`config.mk`:
```
export PLATFORM = sky130hd
export DESIGN_NAME = hdlc_rx_channel
export DESIGN_NICKNAME = d
export VERILOG_FILES = /design/src/rtl/hdlc_rx_channel.sv
export SDC_FILE = /design/constraint.sdc
export NUM_CORES = 1
export LEC_CHECK = 0
export ABC_AREA = 0
export CORE_AREA = 8 8 103 105
export CTS_CLUSTER_SIZE = 24
export DETAILED_ROUTE_END_ITERATION = 10
export DIE_AREA = 0 0 111 113
export DONT_BUFFER_PORTS = 1
export PLACE_DENSITY = 0.35
export REMOVE_ABC_BUFFERS = 1
export SETUP_SLACK_MARGIN = 0.2
export SYNTH_ARGS = -nofsm -noshare
export SYNTH_HDL_FRONTEND = slang
export SYNTH_SLANG_ARGS = --single-unit
```
`constraint.sdc`:
```
create_clock -name Clk -period 2.8 [get_ports Clk]
set_input_delay 0.56 -clock Clk [delete_from_list [all_inputs] [get_ports Clk]]
set_output_delay 0.56 -clock Clk [all_outputs]
set_load 0.01 [all_outputs]
```
`src/rtl/hdlc_rx_channel.sv`:
```
// hdlc_rx_channel: HDLC serial rx front end (flag/abort detect, zero removal, byte assembly); define RX_IDLE_DETECT_EN for idle detection
module hdlc_rx_channel #(
  parameter int MIN_FRAME_BYTES = 4,
  parameter int IDLE_ONES = 15
) (
  input  logic       Clk,
  input  logic       Rst,
  input  logic       Rx,
  input  logic       RxEN,
  output logic       Rx_FlagDetect,
  output logic       Rx_AbortDetect,
  output logic       Rx_ValidFrame,
  output logic       Rx_NewByte,
  output logic [7:0] Rx_Data,
  output logic       Rx_StartZeroDetect,
  output logic       Rx_EoF,
  output logic       Rx_FrameError,
  output logic       Rx_Idle
);
  typedef enum logic [1:0] {IDLE, FLAG, FRAME} state_t;
  state_t state, nxt;
  logic rxd, flag_m, abort_m, stuff_m, stuff_in, idle_rise, abort_ev, take, close, cut, eof_d, err_d;
  logic [7:0] win, tag, acc, byte_cnt;
  logic [2:0] bit_cnt;
`ifdef RX_IDLE_DETECT_EN
  localparam int IW = $clog2(IDLE_ONES + 1);
  logic [IW-1:0] ones;
  logic idle_p;
  always_ff @(posedge Clk)
    if (Rst) begin
      ones <= '0;
      idle_p <= 1'b0;
    end else begin
      ones <= !rxd ? '0 : (Rx_Idle ? ones : ones + 1'b1);
      idle_p <= Rx_Idle;
    end
  assign Rx_Idle = ones == IW'(IDLE_ONES);
  assign idle_rise = Rx_Idle & ~idle_p;
`else
  logic unused_idle;
  assign unused_idle = ^IDLE_ONES;
  assign Rx_Idle = 1'b0;
  assign idle_rise = 1'b0;
`endif
  always_comb begin
    flag_m = win == 8'h7E;
    abort_m = win == 8'hFE;
    stuff_m = win[7:1] == 7'b0111110;
    stuff_in = {rxd, win[7:2]} == 7'b0111110;
    abort_ev = abort_m | (idle_rise & (state == FRAME));
    take = tag[0] & ~flag_m & ~abort_ev;
    nxt = state;
    close = 1'b0;
    cut = 1'b0;
    if (!RxEN) nxt = IDLE;
    else if (abort_ev) begin
      nxt = IDLE;
      cut = state == FRAME;
    end else if (flag_m) begin
      nxt = FLAG;
      close = state == FRAME;
    end else if (take && state == FLAG) nxt = FRAME;
  end
  always_ff @(posedge Clk)
    if (Rst) begin
      state <= IDLE;
      rxd <= 1'b1;
      win <= '1;
      tag <= '0;
      acc <= '0;
      bit_cnt <= '0;
      byte_cnt <= '0;
      eof_d <= 1'b0;
      err_d <= 1'b0;
      Rx_FlagDetect <= 1'b0;
      Rx_AbortDetect <= 1'b0;
      Rx_StartZeroDetect <= 1'b0;
      Rx_ValidFrame <= 1'b0;
      Rx_NewByte <= 1'b0;
      Rx_Data <= 8'h00;
      Rx_EoF <= 1'b0;
      Rx_FrameError <= 1'b0;
    end else begin
      state <= nxt;
      rxd <= Rx;
      win <= {rxd, win[7:1]};
      tag <= (flag_m | abort_ev) ? {~stuff_in, 7'd0} : {~stuff_in, tag[7:1]};
      Rx_FlagDetect <= RxEN & flag_m;
      Rx_AbortDetect <= RxEN & abort_ev;
      Rx_StartZeroDetect <= RxEN & stuff_m;
      Rx_ValidFrame <= nxt == FRAME;
      Rx_NewByte <= take & (nxt == FRAME) & (bit_cnt == 3'd7);
      eof_d <= close | cut;
      err_d <= close & ((bit_cnt != 3'd0) | (byte_cnt < 8'(MIN_FRAME_BYTES)));
      Rx_EoF <= eof_d & RxEN;
      Rx_FrameError <= err_d & RxEN;
      if (nxt != FRAME) begin
        bit_cnt <= '0;
        byte_cnt <= '0;
      end else if (take) begin
        acc <= {win[0], acc[7:1]};
        bit_cnt <= bit_cnt + 3'd1;
        if (bit_cnt == 3'd7) begin
          Rx_Data <= {win[0], acc[7:1]};
          byte_cnt <= byte_cnt + {7'd0, byte_cnt != 8'hFF};
        end
      end
    end
endmodule
```
After elaboration in Yosys (flattened, before gate mapping)

Index checks and enable logic that the tools add are counted.

Add/sub/neg operators: 2
Magnitude comparators: 1
Equal/unequal tests: 10
Multiplexer cells: 9
Bitwise operators: 17
Reduce and logical (&&, ||, !) cells: 7

Operators by type and width:

| cell                                                                          | count |
|---|---|
| 7-bit by 6-bit == test with 1-bit output (second input constant)              | 2 |
| 1-bit AND                                                                     | 10 |
| 8-bit by 1-bit adder with 8-bit output                                        | 1 |
| 8-bit by 7-bit == test with 1-bit output (second input constant)              | 1 |
| 8-bit == test (second input constant)                                         | 1 |
| 8-bit by 3-bit less-than comparator with 1-bit output (second input constant) | 1 |
| 2-bit 2-to-1 mux                                                              | 4 |
| 8-bit != test (second input constant)                                         | 1 |
| 1-bit 2-to-1 mux                                                              | 5 |
| 2-bit == test (second input constant)                                         | 2 |
| 1-bit inverter                                                                | 4 |
| 2-bit AND reduction                                                           | 2 |
| 2-bit OR reduction                                                            | 2 |
| 3-bit by 1-bit adder with 3-bit output (second input constant)                | 1 |
| 3-bit == test (second input constant)                                         | 1 |
| 1-bit OR                                                                      | 3 |
| 3-bit AND reduction                                                           | 1 |
| 3-bit nonzero test                                                            | 1 |
| 2-bit by 1-bit == test with 1-bit output (second input constant)              | 1 |
| 2-bit != test (second input constant)                                         | 1 |
| 1-bit logical AND                                                             | 1 |

Register bits: 55
Bits of input ports: 4
Output and inout port bits: 16

Longest topological paths before layout

Word-level depth: 12
Mapped depth: 7

Worst setup path before layout

No wires, ideal clock.

Kind: reg2reg
Start: register byte_cnt[3]
End: register byte_cnt[4]
Arrival: 1414 ps
Required time: 2675 ps
Slack: 1261 ps
Stages on the path, launching flop included: 8
Buffers on the path: 0
Clock period less this slack: 1539 ps
Cells stage by stage: dfxtp_1 nand4_1 or2_2 ha_1 ha_1 nand2_1 or4_1 a21oi_1

Longest elaborated chain between the ends: 2

Ends and longest elaborated chain:

| what                                       | line | source |
|---|---|---|
| from (decl)                                | 23   | `logic [7:0] win, tag, acc, byte_cnt;` |
| from (signal assigned)                     | 105  | `byte_cnt <= byte_cnt + {7'd0, byte_cnt != 8'hFF};` |
| 8-bit != test                              | 105  |  |
| 8-bit by 1-bit adder with 8-bit output (*) | 105  |  |

Every way passes the cells marked *; elsewhere a longest branch is shown, timed or not.
A chain may end at the register's enable or synchronous reset.

Worst setup path after layout

Start: register state[0]
End: register Rx_Data[6]

Longest elaborated chain between the ends: 9

Ends and longest elaborated chain:

| what                                     | line | source |
|---|---|---|
| from (decl)                              | 21   | `state_t state, nxt;` |
| from (signal assigned)                   | 84   | `state <= nxt;` |
| 2-bit by 1-bit == test with 1-bit output | 62   | `end else if (take && state == FLAG) nxt = FRAME;` |
| 1-bit logical AND                        | 62   |  |
| 2-bit 2-to-1 mux (*)                     | 62   |  |
| 2-bit 2-to-1 mux (*)                     | 59   | `end else if (flag_m) begin` |
| 2-bit 2-to-1 mux (*)                     | 56   | `else if (abort_ev) begin` |
| 2-bit 2-to-1 mux (*)                     | 55   | `if (!RxEN) nxt = IDLE;` |
| 2-bit != test (*)                        | 97   | `if (nxt != FRAME) begin` |
| 1-bit inverter (no source line) (*)      | n/a  |  |
| 3-bit AND reduction (no source line) (*) | n/a  |  |
| to (signal assigned)                     | 104  | `Rx_Data <= {win[0], acc[7:1]};` |
| to (decl)                                | 14   | `output logic [7:0] Rx_Data,` |

Marked as above.

==> results.py <==
metrics = {
    "outcome": {
        "status": "completed",
    },
    "sta": {
        "slew_headroom_pct": 33.7,
        "timing.final.crit_share_pct": 64.9,
        "finalClockSkew_ps": 13.5,
        "setup_tns_ps": 0,
        "period_needed_ps": 1820,
        "fmax_mhz": 550,
        "worst_slack_ps": 982,
        "rsz0062_at_grt": "no",
        "hold_viol_final": 0,
        "finalSetupViolCount": 0,
        "timing.final.max_slew_violations": 0,
        "worstMarginPinSlew_ps": 988,
    },
    "route": {
        "via_count": 1415,
        "wire_per_inst_um": 13.0,
        "drt-met1-wl_um": 2160,
        "dr_wl_met3_um": 242,
        "drt_wl_total_um": 4190,
        "topRoutingLayerUsed": "met4",
        "ant_nets": 0,
        "post_drt_via_cell_ratio": 4.38,
        "drtIter0Drc": 84,
        "wl_met2_um": 1720,
        "route.detailed.drc": 0,
        "dr.pass1.iters": 4,
    },
    "die": {
        "ios": 20,
        "die_w_um": 111,
        "start_util_pct": 23.2,
        "rows": 35,
        "core_area_sq_um": 8980,
        "die_y_um": 113,
        "dieArea_sq_um": 12500,
    },
    "global_routing": {
        "antenna_found_initial": 0,
        "grt_max_degree": 38,
        "grt_use_total_pct": 7.00,
        "grt_pass1_wl_um": 7160,
        "overflow": 0,
        "grt_pass1_vias": 1364,
    },
    "synthesis": {
        "synth_area_sq_um": 2080,
        "synth_edf_count": 0,
        "yosys_warnings": 0,
        "synth_ff_type": "dfxtp_1",
        "netlist_instances": 214,
        "avgSynthCellArea_sq_um": 9.73,
        "yosys_register_bits": 54,
        "async_reset_ff_share_pct": 0,
        "synthDistinctLibCells": 39,
        "yosysSeqAreaShare_pct": 51.9,
    },
    "finish": {
        "nFillCells": 961,
        "layout.nets": 220,
        "areaGrowthSynthToFinish_pct": 8.53,
        "antenna_cells": 0,
        "seq_area_sq_um": 1080,
        "multiInputGateArea_sq_um": 912,
        "drive_above_1_share_pct": 10.8,
    },
    "worst_hold_path": {
        "hold_class": "in -> reg",
        "hold_depth": 1,
        "whs_endpoint": "acc[2]$_SDFFE_PP0P_",
        "min_from": "Rst",
    },
    "worst_setup_path": {
        "worstPathRequired_ps": 3050,
        "cp-start-kind": "flip-flop",
        "path_class": "reg -> reg",
        "r2r_end": "Rx_Data[6]$_SDFFE_PP0P_",
        "r2r_start": "state[0]$_SDFF_PP0_",
        "crit_path_max_fanout": 9,
        "r2r_cells": 4,
        "worstPathArrival_ps": 2070,
        "cp-end-kind": "flip-flop",
        "regToRegSetupSlack_ps": 980,
    },
    "placed_design": {
        "place_hpwl_um": 2860,
        "gp_congestion": 0.662,
        "io_buffer_count": 0,
        "post-place-ws_ps": 937,
    },
    "clock_network": {
        "clkSinkCount": 54,
        "root_buffer": "clkbuf_8",
        "cts_tree": "built",
        "post-cts-setup-buffers": 0,
        "cts_resized": 0,
        "cts_buffer_depth": 2,
        "cts_hold_buffers": 0,
        "htree_levels": 2,
        "cts_buffers": 5,
        "insertion_delay_ps": 310,
        "cts.clk_slew.worst_paths_ps": 110,
    },
    "flow_run": {
        "drv_cap": 0,
    },
    "pwr": {
        "leakage_nw": 0.753,
        "irDropWorstVdd_v": 0.000197,
        "powerDensity_nw_per_um2": 560,
    },
}
[through the flow]
step | std cells | hold slack [ps] | power, mW | cell area, sq um | util (%)
final | 323 | 307 | 1.27 | 2260 | 25.2
after CTS | 323 | 292 | 1.29 | 2260 | 25.2
after floorplan | 203 | 406 | 0.806 | 2020 | -
after global placement | 315 | 407 | 0.810 | 2160 | 24.1
after detailed placement | 315 | 416 | 0.809 | 2160 | 24.1
after global routing | 323 | 280 | 1.33 | 2260 | 25.2
[critical path, stage by stage, from the launching register on]
cell and delay, ps:
dfxtp_1 400, xor2_1 180, and2_0 390, and3_1 550, mux2i_1 230
[state kept, by name, indices dropped and copies added (netlist names)]
name	count
Rx_AbortDetect	1
Rx_Data	8
Rx_EoF	1
Rx_FlagDetect	1
Rx_FrameError	1
Rx_NewByte	1
Rx_StartZeroDetect	1
Rx_ValidFrame	1
acc	7
bit_cnt	3
byte_cnt	8
eof_d	1
err_d	1
rxd	1
state	2
tag	8
win	8
[metal layers]
metal  track usage (%)  vias to the layer above
met2              9.94                       20
met5                 0                        -
met4              2.97                        0
li1                  -                      739
met1              9.03                      649
met3              2.91                        7
[cells by family (layout without fill, tap and decap cells)]
logic type,after synthesis,count (layout),synth area share (%)
multiplexers,9,9,4.38
AO/OA/AOI/OAI,40,40,11.1
adder cells (fa/ha/maj),5,5,3.00
AND/OR/NAND/NOR,86,86,24.3
XOR/XNOR,2,2,0.841
flip-flops,54,54,51.9
buffers and inverters,17,15,4.32
other,1,1,0.180
[worst max path at each step]
stage | depth (start not counted) | startpoint | slack (ps) | end
2_1_floorplan | 4 | win[3]$_SDFF_PP1_ | 1140 | Rx_Data[0]$_SDFFE_PP0P_
3_3_place_gp | 4 | state[0]$_SDFF_PP0_ | 980 | Rx_Data[7]$_SDFFE_PP0P_
3_5_place_dp | 4 | state[0]$_SDFF_PP0_ | 940 | Rx_Data[6]$_SDFFE_PP0P_
4_1_cts | 4 | state[0]$_SDFF_PP0_ | 920 | Rx_Data[6]$_SDFFE_PP0P_
5_1_grt | 4 | state[0]$_SDFF_PP0_ | 790 | Rx_Data[3]$_SDFFE_PP0P_
6_report | 4 | state[0]$_SDFF_PP0_ | 980 | Rx_Data[6]$_SDFFE_PP0P_
[layout by cell type (no fill, tap or decap), types with 2 or more instances in the layout]
cell type	n
or4_1	5
nand2b_1	17
and4b_1	2
inv_1	6
dfxtp_1	54
nor2_1	6
nand3_1	11
or2_2	10
and2_1	9
mux2i_1	8
nand4_1	4
o21ai_0	12
or3_1	2
nor4_1	2
ha_1	5
nand2_1	10
and3_1	2
clkbuf_8	6
o31ai_1	4
a21oi_1	18
[synthesized netlist by cell type, drive strengths merged (2+ instances only)]
| cell type | instances | area [sq um] |
|---|---|---|
| nand3 | 11 | 55.1 |
| or2 | 10 | 62.6 |
| a21oi | 19 | 98.9 |
| nand4 | 4 | 25.0 |
| o21ai | 14 | 73.8 |
| nor4 | 2 | 12.5 |
| nand2b | 17 | 106 |
| and4b | 2 | 20.0 |
| clkbuf | 4 | 15.0 |
| and2 | 10 | 62.6 |
| or3 | 2 | 12.5 |
| and3 | 2 | 12.5 |
| inv | 6 | 22.5 |
| nor2 | 6 | 22.5 |
| dfxtp | 54 | 1080 |
| o31ai | 4 | 30.0 |
| mux2i | 8 | 80.1 |
| buf | 7 | 52.5 |
| or4 | 5 | 37.5 |
| ha | 5 | 62.6 |
| nand2 | 10 | 37.5 |
[where the power goes]
group | switching, mW | leakage, nW | internal [mW] | total, mW
logic | 0.00738 | 0.268 | 0.00845 | 0.0158
registers | 0.00248 | 0.437 | 0.773 | 0.775
clock network | 0.271 | 0.0478 | 0.204 | 0.476
[final cells by class]
class                      instances  area share (%)
inverter                           6           0.996
timing repair buffer               1           0.332
clock buffer                       6            3.65
multi-input combinational        143            40.3
sequential                        54            47.8
tap                              111            6.14
clock inverter                     2           0.719
Note: power is estimated with default switching activity, not from simulation.
